File: src/rtl/pe_arr_pkg.sv
// rtl/pe_arr_pkg.sv - shared state encoding and sizing helpers for the PE array scheduler
package pe_arr_pkg;

    localparam int DATA_W = 8;

    typedef enum logic [1:0] {
        IDLE  = 2'd0,
        FEED  = 2'd1,
        DRAIN = 2'd2,
        DONE  = 2'd3
    } state_t;

    // Steps needed for the last partial product to cross the skewed array.
    function automatic int drain_len(input int rows, input int cols);
        return rows + cols - 1;
    endfunction

endpackage

File: src/rtl/pe_skew_line.sv
// rtl/pe_skew_line.sv - per-lane delay chain feeding one array edge port
module pe_skew_line #(
    parameter int DEPTH = 1,
    parameter int WIDTH = 8
) (
    input  logic             clk,
    input  logic             rst,
    input  logic             en,
    input  logic             clr,
    input  logic [WIDTH-1:0] din,
    output logic [WIDTH-1:0] dout
);

    logic [WIDTH-1:0] stages [DEPTH];

    always_ff @(posedge clk or posedge rst) begin
        if (rst) begin
            for (int s = 0; s < DEPTH; s++) stages[s] <= '0;
        end else if (clr) begin
            for (int s = 0; s < DEPTH; s++) stages[s] <= '0;
        end else if (en) begin
            stages[0] <= din;
            for (int s = 1; s < DEPTH; s++) stages[s] <= stages[s-1];
        end
    end

    assign dout = stages[DEPTH-1];

endmodule

File: src/rtl/pe_arr_sched.sv
// rtl/pe_arr_sched.sv - streams skewed weight/activation vectors into the systolic PE array
module pe_arr_sched
    import pe_arr_pkg::*;
#(
    parameter int ROWS     = 16,
    parameter int COLS     = 16,
    parameter int K_W      = 10,
    parameter int STEP_DIV = 2
) (
    input  logic                clk,
    input  logic                rst,
    input  logic                start,
    input  logic [K_W-1:0]      k_len,
    input  logic                abort,
    output logic                busy,
    output logic                done,
    output logic                rd_en,
    output logic [K_W-1:0]      rd_addr,
    input  logic [8*ROWS-1:0]   rd_w_data,
    input  logic [8*COLS-1:0]   rd_a_data,
    output logic [8*ROWS-1:0]   in_w_port,
    output logic [8*COLS-1:0]   in_a_port,
    output logic                fire
);

    localparam int DIV_W = $clog2(STEP_DIV);
    localparam logic [DIV_W-1:0] DIV_LAST   = DIV_W'(STEP_DIV - 1);
    localparam logic [DIV_W-1:0] DIV_RD     = DIV_W'(STEP_DIV - 2);
    localparam logic [K_W-1:0]   DRAIN_LAST = K_W'(drain_len(ROWS, COLS) - 1);

    state_t           state, state_nxt;
    logic [K_W-1:0]   k_reg;
    logic [K_W-1:0]   step_cnt;
    logic [DIV_W-1:0] div_cnt;
    logic             active;
    logic             tick;
    logic             abort_hit;
    logic             skew_en;
    logic             skew_clr;
    logic [8*ROWS-1:0] feed_w;
    logic [8*COLS-1:0] feed_a;

    assign active    = (state == FEED) || (state == DRAIN);
    assign tick      = active && (div_cnt == DIV_LAST);
    assign abort_hit = abort && (state != IDLE);

    always_ff @(posedge clk or posedge rst) begin
        if (rst) state <= IDLE;
        else     state <= state_nxt;
    end

    always_comb begin
        state_nxt = state;
        busy      = (state != IDLE);
        done      = 1'b0;
        rd_en     = 1'b0;
        rd_addr   = '0;
        case (state)
            IDLE: begin
                if (start) state_nxt = (k_len != '0) ? FEED : DONE;
            end
            FEED: begin
                // Read one cycle ahead so the buffer data lands on the tick.
                rd_en   = (div_cnt == DIV_RD);
                rd_addr = rd_en ? step_cnt : '0;
                if (tick && (step_cnt == k_reg - K_W'(1))) state_nxt = DRAIN;
            end
            DRAIN: begin
                if (tick && (step_cnt == DRAIN_LAST)) state_nxt = DONE;
            end
            DONE: begin
                done      = 1'b1;
                state_nxt = IDLE;
            end
            default: state_nxt = IDLE;
        endcase
        if (abort_hit) state_nxt = IDLE;
    end

    always_ff @(posedge clk or posedge rst) begin
        if (rst) begin
            k_reg    <= '0;
            step_cnt <= '0;
            div_cnt  <= '0;
            fire     <= 1'b0;
        end else if (abort_hit) begin
            step_cnt <= '0;
            div_cnt  <= '0;
            fire     <= 1'b0;
        end else begin
            case (state)
                IDLE: begin
                    if (start) k_reg <= k_len;
                    step_cnt <= '0;
                    div_cnt  <= '0;
                    fire     <= 1'b0;
                end
                FEED, DRAIN: begin
                    div_cnt <= tick ? '0 : div_cnt + DIV_W'(1);
                    if (tick) begin
                        step_cnt <= (state_nxt != state) ? '0 : step_cnt + K_W'(1);
                        // Fire spans exactly the first array step of the feed.
                        fire     <= (state == FEED) && (step_cnt == '0);
                    end
                end
                default: begin
                    step_cnt <= '0;
                    div_cnt  <= '0;
                    fire     <= 1'b0;
                end
            endcase
        end
    end

    assign skew_en  = tick && !abort_hit;
    assign skew_clr = abort_hit || (state == DONE);
    assign feed_w   = (state == FEED) ? rd_w_data : '0;
    assign feed_a   = (state == FEED) ? rd_a_data : '0;

    for (genvar i = 0; i < ROWS; i++) begin : g_w
        pe_skew_line #(
            .DEPTH(i + 1),
            .WIDTH(DATA_W)
        ) u_line (
            .clk  (clk),
            .rst  (rst),
            .en   (skew_en),
            .clr  (skew_clr),
            .din  (feed_w[i*DATA_W +: DATA_W]),
            .dout (in_w_port[i*DATA_W +: DATA_W])
        );
    end

    for (genvar j = 0; j < COLS; j++) begin : g_a
        pe_skew_line #(
            .DEPTH(j + 1),
            .WIDTH(DATA_W)
        ) u_line (
            .clk  (clk),
            .rst  (rst),
            .en   (skew_en),
            .clr  (skew_clr),
            .din  (feed_a[j*DATA_W +: DATA_W]),
            .dout (in_a_port[j*DATA_W +: DATA_W])
        );
    end

endmodule

File: config.mk
export PLATFORM = sky130hd
export DESIGN_NAME = pe_arr_sched
export DESIGN_NICKNAME = d
export VERILOG_FILES = /design/src/rtl/pe_arr_pkg.sv /design/src/rtl/pe_skew_line.sv /design/src/rtl/pe_arr_sched.sv
export SDC_FILE = /design/constraint.sdc
export NUM_CORES = 2
export LEC_CHECK = 0
export ABC_AREA = 1
export BUFFER_PORTS_ARGS = -buffer_cell sky130_fd_sc_hd__buf_2
export CAP_MARGIN = 20
export CORE_ASPECT_RATIO = 1.1
export CORE_UTILIZATION = 41
export CTS_CLUSTER_DIAMETER = 50
export DETAILED_ROUTE_END_ITERATION = 8
export GPL_TIMING_DRIVEN = 0
export PLACE_DENSITY = 0.61
export SLEW_MARGIN = 20
export SYNTH_ARGS = -nofsm -noshare
export SYNTH_HDL_FRONTEND = slang
export SYNTH_SLANG_ARGS = --single-unit
File: constraint.sdc
create_clock -name clk -period 178.4 [get_ports clk]
set_clock_uncertainty 0.2 [all_clocks]
set_input_delay 17.84 -clock clk [delete_from_list [all_inputs] [get_ports clk]]
set_output_delay 17.84 -clock clk [all_outputs]
set_load 0.02 [all_outputs]
== After elaboration in Yosys (flattened, before gate mapping) ==
Cells that the tools add are included.

* Register bits: 2200
* Input port bits: 270
* Output and inout port bits: 270
* Word-level logic and storage cells: 391

* $add $sub $neg: 3
* Equality and inequality tests: 7
* Muxes and demuxes: 86
* Bitwise operators: 2
* Reduce and logical (&&, ||, !) cells: 16

{| class="wikitable"
|+ Operators by type and width
! cell !! number
|-
| $mux 128 || 6
|-
| $mux 120 || 4
|-
| $mux 112 || 4
|-
| $mux 104 || 4
|-
| $mux 96 || 4
|-
| $mux 88 || 4
|-
| $mux 80 || 4
|-
| $mux 72 || 4
|-
| $mux 64 || 4
|-
| $mux 56 || 4
|-
| $mux 48 || 4
|-
| $mux 40 || 4
|-
| $mux 32 || 4
|-
| $mux 24 || 4
|-
| $mux 16 || 4
|-
| $mux 10 || 6
|-
| $mux 8 || 4
|-
| $add 10x1->10 const B || 1
|-
| $eq 10x10->1 || 1
|-
| $eq 10x5->1 const B || 1
|-
| $logic_not 10->1 || 1
|-
| $mux 2 || 5
|-
| $reduce_bool 10->1 || 1
|-
| $sub 10x1->10 const B || 1
|-
| other kinds (15) || 31
|}

== Longest topological paths before layout ==
* Depth after elaboration: 12
* Gate-level depth with buffers: 17
* Mapped depth without buffers: 17

== Modules after synthesis ==
A second synthesis with hierarchy kept.

* Cell total of the unflattened synthesis: 10531
* Area total of the unflattened synthesis: 92241.0 um^2

{| class="wikitable"
|+ Modules (own cells, without submodules)
! module !! times used !! cells each !! area each (um^2) !! sequential area each (um^2)
|-
| pe_skew_line at g_a[15].u_line ... || 2 || 565 || 5091.1 || 3203.1
|-
| pe_skew_line at g_a[14].u_line ... || 2 || 530 || 4790.8 || 3002.9
|-
| pe_skew_line at g_a[13].u_line ... || 2 || 496 || 4481.8 || 2802.7
|-
| pe_skew_line at g_a[12].u_line ... || 2 || 461 || 4191.5 || 2602.5
|-
| pe_skew_line at g_a[11].u_line ... || 2 || 426 || 3842.4 || 2402.3
|-
| pe_skew_line at g_a[10].u_line ... || 2 || 391 || 3530.9 || 2202.1
|-
| pe_skew_line at g_a[9].u_line ... || 2 || 356 || 3259.4 || 2001.9
|-
| pe_skew_line at g_a[8].u_line ... || 2 || 321 || 3025.4 || 1801.7
|-
| pe_skew_line at g_a[7].u_line ... || 2 || 286 || 2648.8 || 1601.5
|-
| pe_skew_line at g_a[6].u_line ... || 2 || 253 || 2296.0 || 1401.3
|-
| pe_skew_line at g_a[5].u_line ... || 2 || 218 || 1953.1 || 1201.2
|-
| pe_arr_sched || 1 || 801 || 3836.2 || 600.6
|-
| pe_skew_line at g_a[4].u_line ... || 2 || 184 || 1655.3 || 1001.0
|-
| pe_skew_line at g_a[3].u_line ... || 2 || 149 || 1348.8 || 800.8
|-
| +3 rows || -- || -- || -- || --
|}

== Worst setup path before layout ==
No wires, ideal clock.

* Path kind: reg-to-output
* Start: reg state[1]
* End: out rd_addr[0]
* Arrival: 1.886 ns
* Slack: 158.474 ns
* Cell stages (with the launch flop): 8
* Buffers on the path: 1
* Cells stage by stage: dfrtp_1 -> inv_2 -> ha_1 -> buf_4 -> inv_1 -> nor2_1 -> clkinv_1 -> nor2_1

* Longest elaborated chain between the ends: 2

{| class="wikitable"
|+ Ends and longest elaborated chain
! element !! line !! RTL
|-
| from (decl) || pe_arr_sched.sv:31 || <nowiki>state_t state, state_nxt;</nowiki>
|-
| from (signal assigned) || pe_arr_sched.sv:49 || <nowiki>else state <= state_nxt;</nowiki>
|-
| $eq 2x1->1 || pe_arr_sched.sv:58 || <nowiki>case (state)</nowiki>
|-
| $mux 10 || pe_arr_sched.sv:58 ||
|-
| to (decl) || pe_arr_sched.sv:18 || <nowiki>output logic [K_W-1:0] rd_addr,</nowiki>
|}

No other way between the ends.

==> results by group <==
Die
  – Die extent in y: 474 um
  – Starting Density: around 41%
  – Die area: approximately 200000 um2
  – Row count: 173
  – # IOs: 540
  – DIE WIDTH: 431 um
  – Core area: 202000 um2

Yosys
  – Post-Syn Area per Cell: between 10 and 15 um2
  – Yosys warns: 0
  – Main synth FF type: dfrtp_1
  – Asr flop ratio synth: 100%
  – Area of the mapped netlist: 83200 um2
  – Number of synthesized flops with an enable pin: 0
  – Simple-Gate Fraction of Synth Area: between 3 and 4%
  – Mux cell area share after synthesis: 0%
  – Sequential fraction of the synthesis area: 66.2%
  – Post-synthesis adder-cell area fraction: 0.120%
  – Seq cells post-synth: 2200
  – Largest family of logic cells by synthesized area: compound AO/OA/AOI/OAI gates
  – Post-Syn Instances: around 8000
  – Compound-Gate Fraction of Synth Area: roughly 16%
  – Synth Area in XOR/XNOR: 0.0632%
  – Synth cell types: 37
  – Syn_nets: between 8000 and 9000

Global routing
  – Total gr overflow: 0
  – Vias in the first global route: roughly 58000
  – Global-route wire length before repair: approximately 330 mm
  – Total track usage: between 20% and 30%
  – Antenna violations before repair: 37
  – Largest net degree at the start of global routing: roughly 110

Critical path
  – Worst Path Arrival: 22100 ps
  – CP max stage cell: inv_8
  – CP Capture Type: async pin
  – Crit Reg-Reg Startpoint: state[1]$_DFF_PP0_
  – Reg2Reg Depth: 10
  – Setup Crit Path Kind: input port to async pin
  – Setup crit end: g_w[12].u_line.stages[55]$_DFFE_PP0P_
  – Worst R2R End: g_a[10].u_line.stages[84]$_DFFE_PP0P_
  – Worst-path fanout max: 110
  – CP startpoint kind: input port
  – Critical Path Max Stage Delay: approximately 440 ps
  – Critical Path RT: 179150 ps
  – Critical-path cell list: buf_2, inv_8, buf_16, buf_16, buf_16, buf_16, buf_16, buf_16, buf_16
  – CP most frequent cell: buf_16
  – CP Launch Point: rst
  – R2R Setup Slk: 174230 ps

Worst hold path
  – Worst Min Path Start: g_w[15].u_line.stages[79]$_DFFE_PP0P_
  – Min-Delay Path Class: flip-flop to flip-flop

Timing
  – Setup TNS: 0 ps
  – Tcrit/Tclk final: 12.0%
  – Max Slew Vio Count: 0
  – PnR worst setup slack: ~160000 ps
  – Min Hold Slack: approximately 270 ps
  – Finish-stage setup viols: 0
  – Slew margin rel.: 39.4%
  – Final Hold Viols: 0
  – Unrepaired setup endpoints after global routing: no
  – Worst-Margin Slew: a little over 900 ps
  – Tmin final: between 20000 and 25000 ps
  – Peak Freq: 46.8 MHz

Job
  – Max cap viols: 0

Cells and area
  – Synth-to-layout area growth: 17.5%
  – Final Util: about half
  – Regs by FF count: g_a.u_line.stages: 960 flops, g_w.u_line.stages: 960 flops
  – Design Area, Final: 97700 um2
  – Fill cells: 18482
  – Share of layout cells above drive strength 1: ~19%
  – # nets final: 8902
  – Register Area: about 55000 um2
  – Fin cells: around 12000
  – Multi-input logic area: approximately 16000 um2

Drt
  – Wirelength per Cell: approximately 19 um
  – Post-route DRC: 0
  – Drt initial violations: 3895
  – Final wirelength: roughly 210 mm
  – Vias per cell: 4.98
  – DRT Pass-1 Iters: 6
  – Final ANT Viol Nets: 0
  – Routed via count: 57437

Place
  – Detailed placement HPWL: around 150 mm
  – DP Area: 90000 um2
  – DP Worst Slack: around 160000 ps
  – Cell Count Post-Placement: roughly 11000
  – Placer's final routability congestion estimate: a little under 0.9
  – Number of port buffers: between 500 and 600

Clock tree
  – CTS tree: built
  – Post-CTS setup buffers: 0
  – H-Tree Level Count: 4
  – CTS sink count: 2200
  – # hold bufs at CTS: 0
  – PostCTS Resize Cnt: 0
  – Skew-Pair Late Insertion Delay: between 800 and 900 ps
  – Clock buffer depth: 3
  – TritonCTS buffer count: around 230
  – CTS root buf: clkbuf_16
  – Clock-pin slew on the worst setup and hold paths: roughly 60 ps

Power
  – Comb power frac: 23.5%
  – Cell-internal power: 870 uW
  – P per Cell Area: approximately 13 nW/um2
  – Total power: about 1.3 mW
  – Sw frac: 33.3%
  – Sequential share of power: around two fifths
  – Peak supply drop: between 8 and 9 uV
  – Switching power: about 430 uW
  – LEAKAGE: around 45 nW
  – Clock power share: a little under two fifths

Outcome
  – Outcome: completed
-- cell usage in the layout, fill, tap and decap left out, drive strengths merged, types with 3 or more instances in the layout --
master and n:
ha 8, clkinv 56, clkbuf 418, o21ai 276
nand2 613, inv 1970, diode 11, nor3 3
dfrtp 2200, nand3 30, nor4 3, a21oi 15
clkinvlp 13, xor2 6, buf 1219, nor2 48
bufinv 14, o22ai 1901, nand4 14
-- cell type report --
type	instances	share of cell area, %
sequential	2200	56.3
multi-input combinational	2924	16.8
inverter	1951	7.50
clock buffer	317	6.72
buffer	756	4.45
tap	2712	3.47
timing repair buffer	564	3.46
clock inverter	102	1.19
antenna	11	0.0282
-- kinds of logic after synthesis --
kind of cell / count (synthesis)
xor gates and xnor gates: 6
AOI/OAI and AO/OA: 2195
DFF: 2200
adders and majority gates: 8
buffers and inverters: 2707
and+or+nand+nor: 715
-- layer usage --
metal | wire, um | global-route usage [%]
met2 | 101000 | 33.6
met1 | 92700 | 28.0
met4 | 7710 | 8.08
met5 | 156 | 0
met3 | 11600 | 4.13
-- critical path: cells and delay by family --
kind,cells,cell delay (ps)
buffers and inverters,9,3590
-- synthesized netlist by cell type (all sizes together), types with 3 or more instances --
cell type	instances	area [um2]
dfrtp	2200	55100
inv	1950	7320
o22ai	1901	11900
buf	655	3960
nand2	613	2350
o21ai	276	1380
clkbuf	101	379
nor2	48	228
nand3	30	173
a21oi	15	75.1
nand4	14	87.6
ha	8	100
xor2	6	52.6
nor3	3	20.0
nor4	3	18.8
-- how the worst min path moves through the flow --
stage                     cells past startpoint                               endpoint  slack, ps
final                                         2  g_w[15].u_line.stages[79]$_DFFE_PP0P_        270
after global routing                          2      g_w[0].u_line.dout[1]$_DFFE_PP0P_        290
after CTS                                     2  g_w[15].u_line.stages[79]$_DFFE_PP0P_        270
after detailed placement                      2  g_w[15].u_line.stages[79]$_DFFE_PP0P_        260
after global placement                        2  g_w[15].u_line.stages[71]$_DFFE_PP0P_        260
after floorplan                               2  g_a[10].u_line.stages[66]$_DFFE_PP0P_        240
-- power by group through the flow --
stage               Combinational (mW)  Sequential [mW]  Clock (mW)
floorplan                        0.199            0.530           0
global placement                 0.301            0.531           0
detailed placement               0.309            0.527           0
CTS                              0.310            0.518       0.491
global route                     0.333            0.519       0.512
finish                           0.306            0.518       0.481
(Power assumes the default switching activity.)
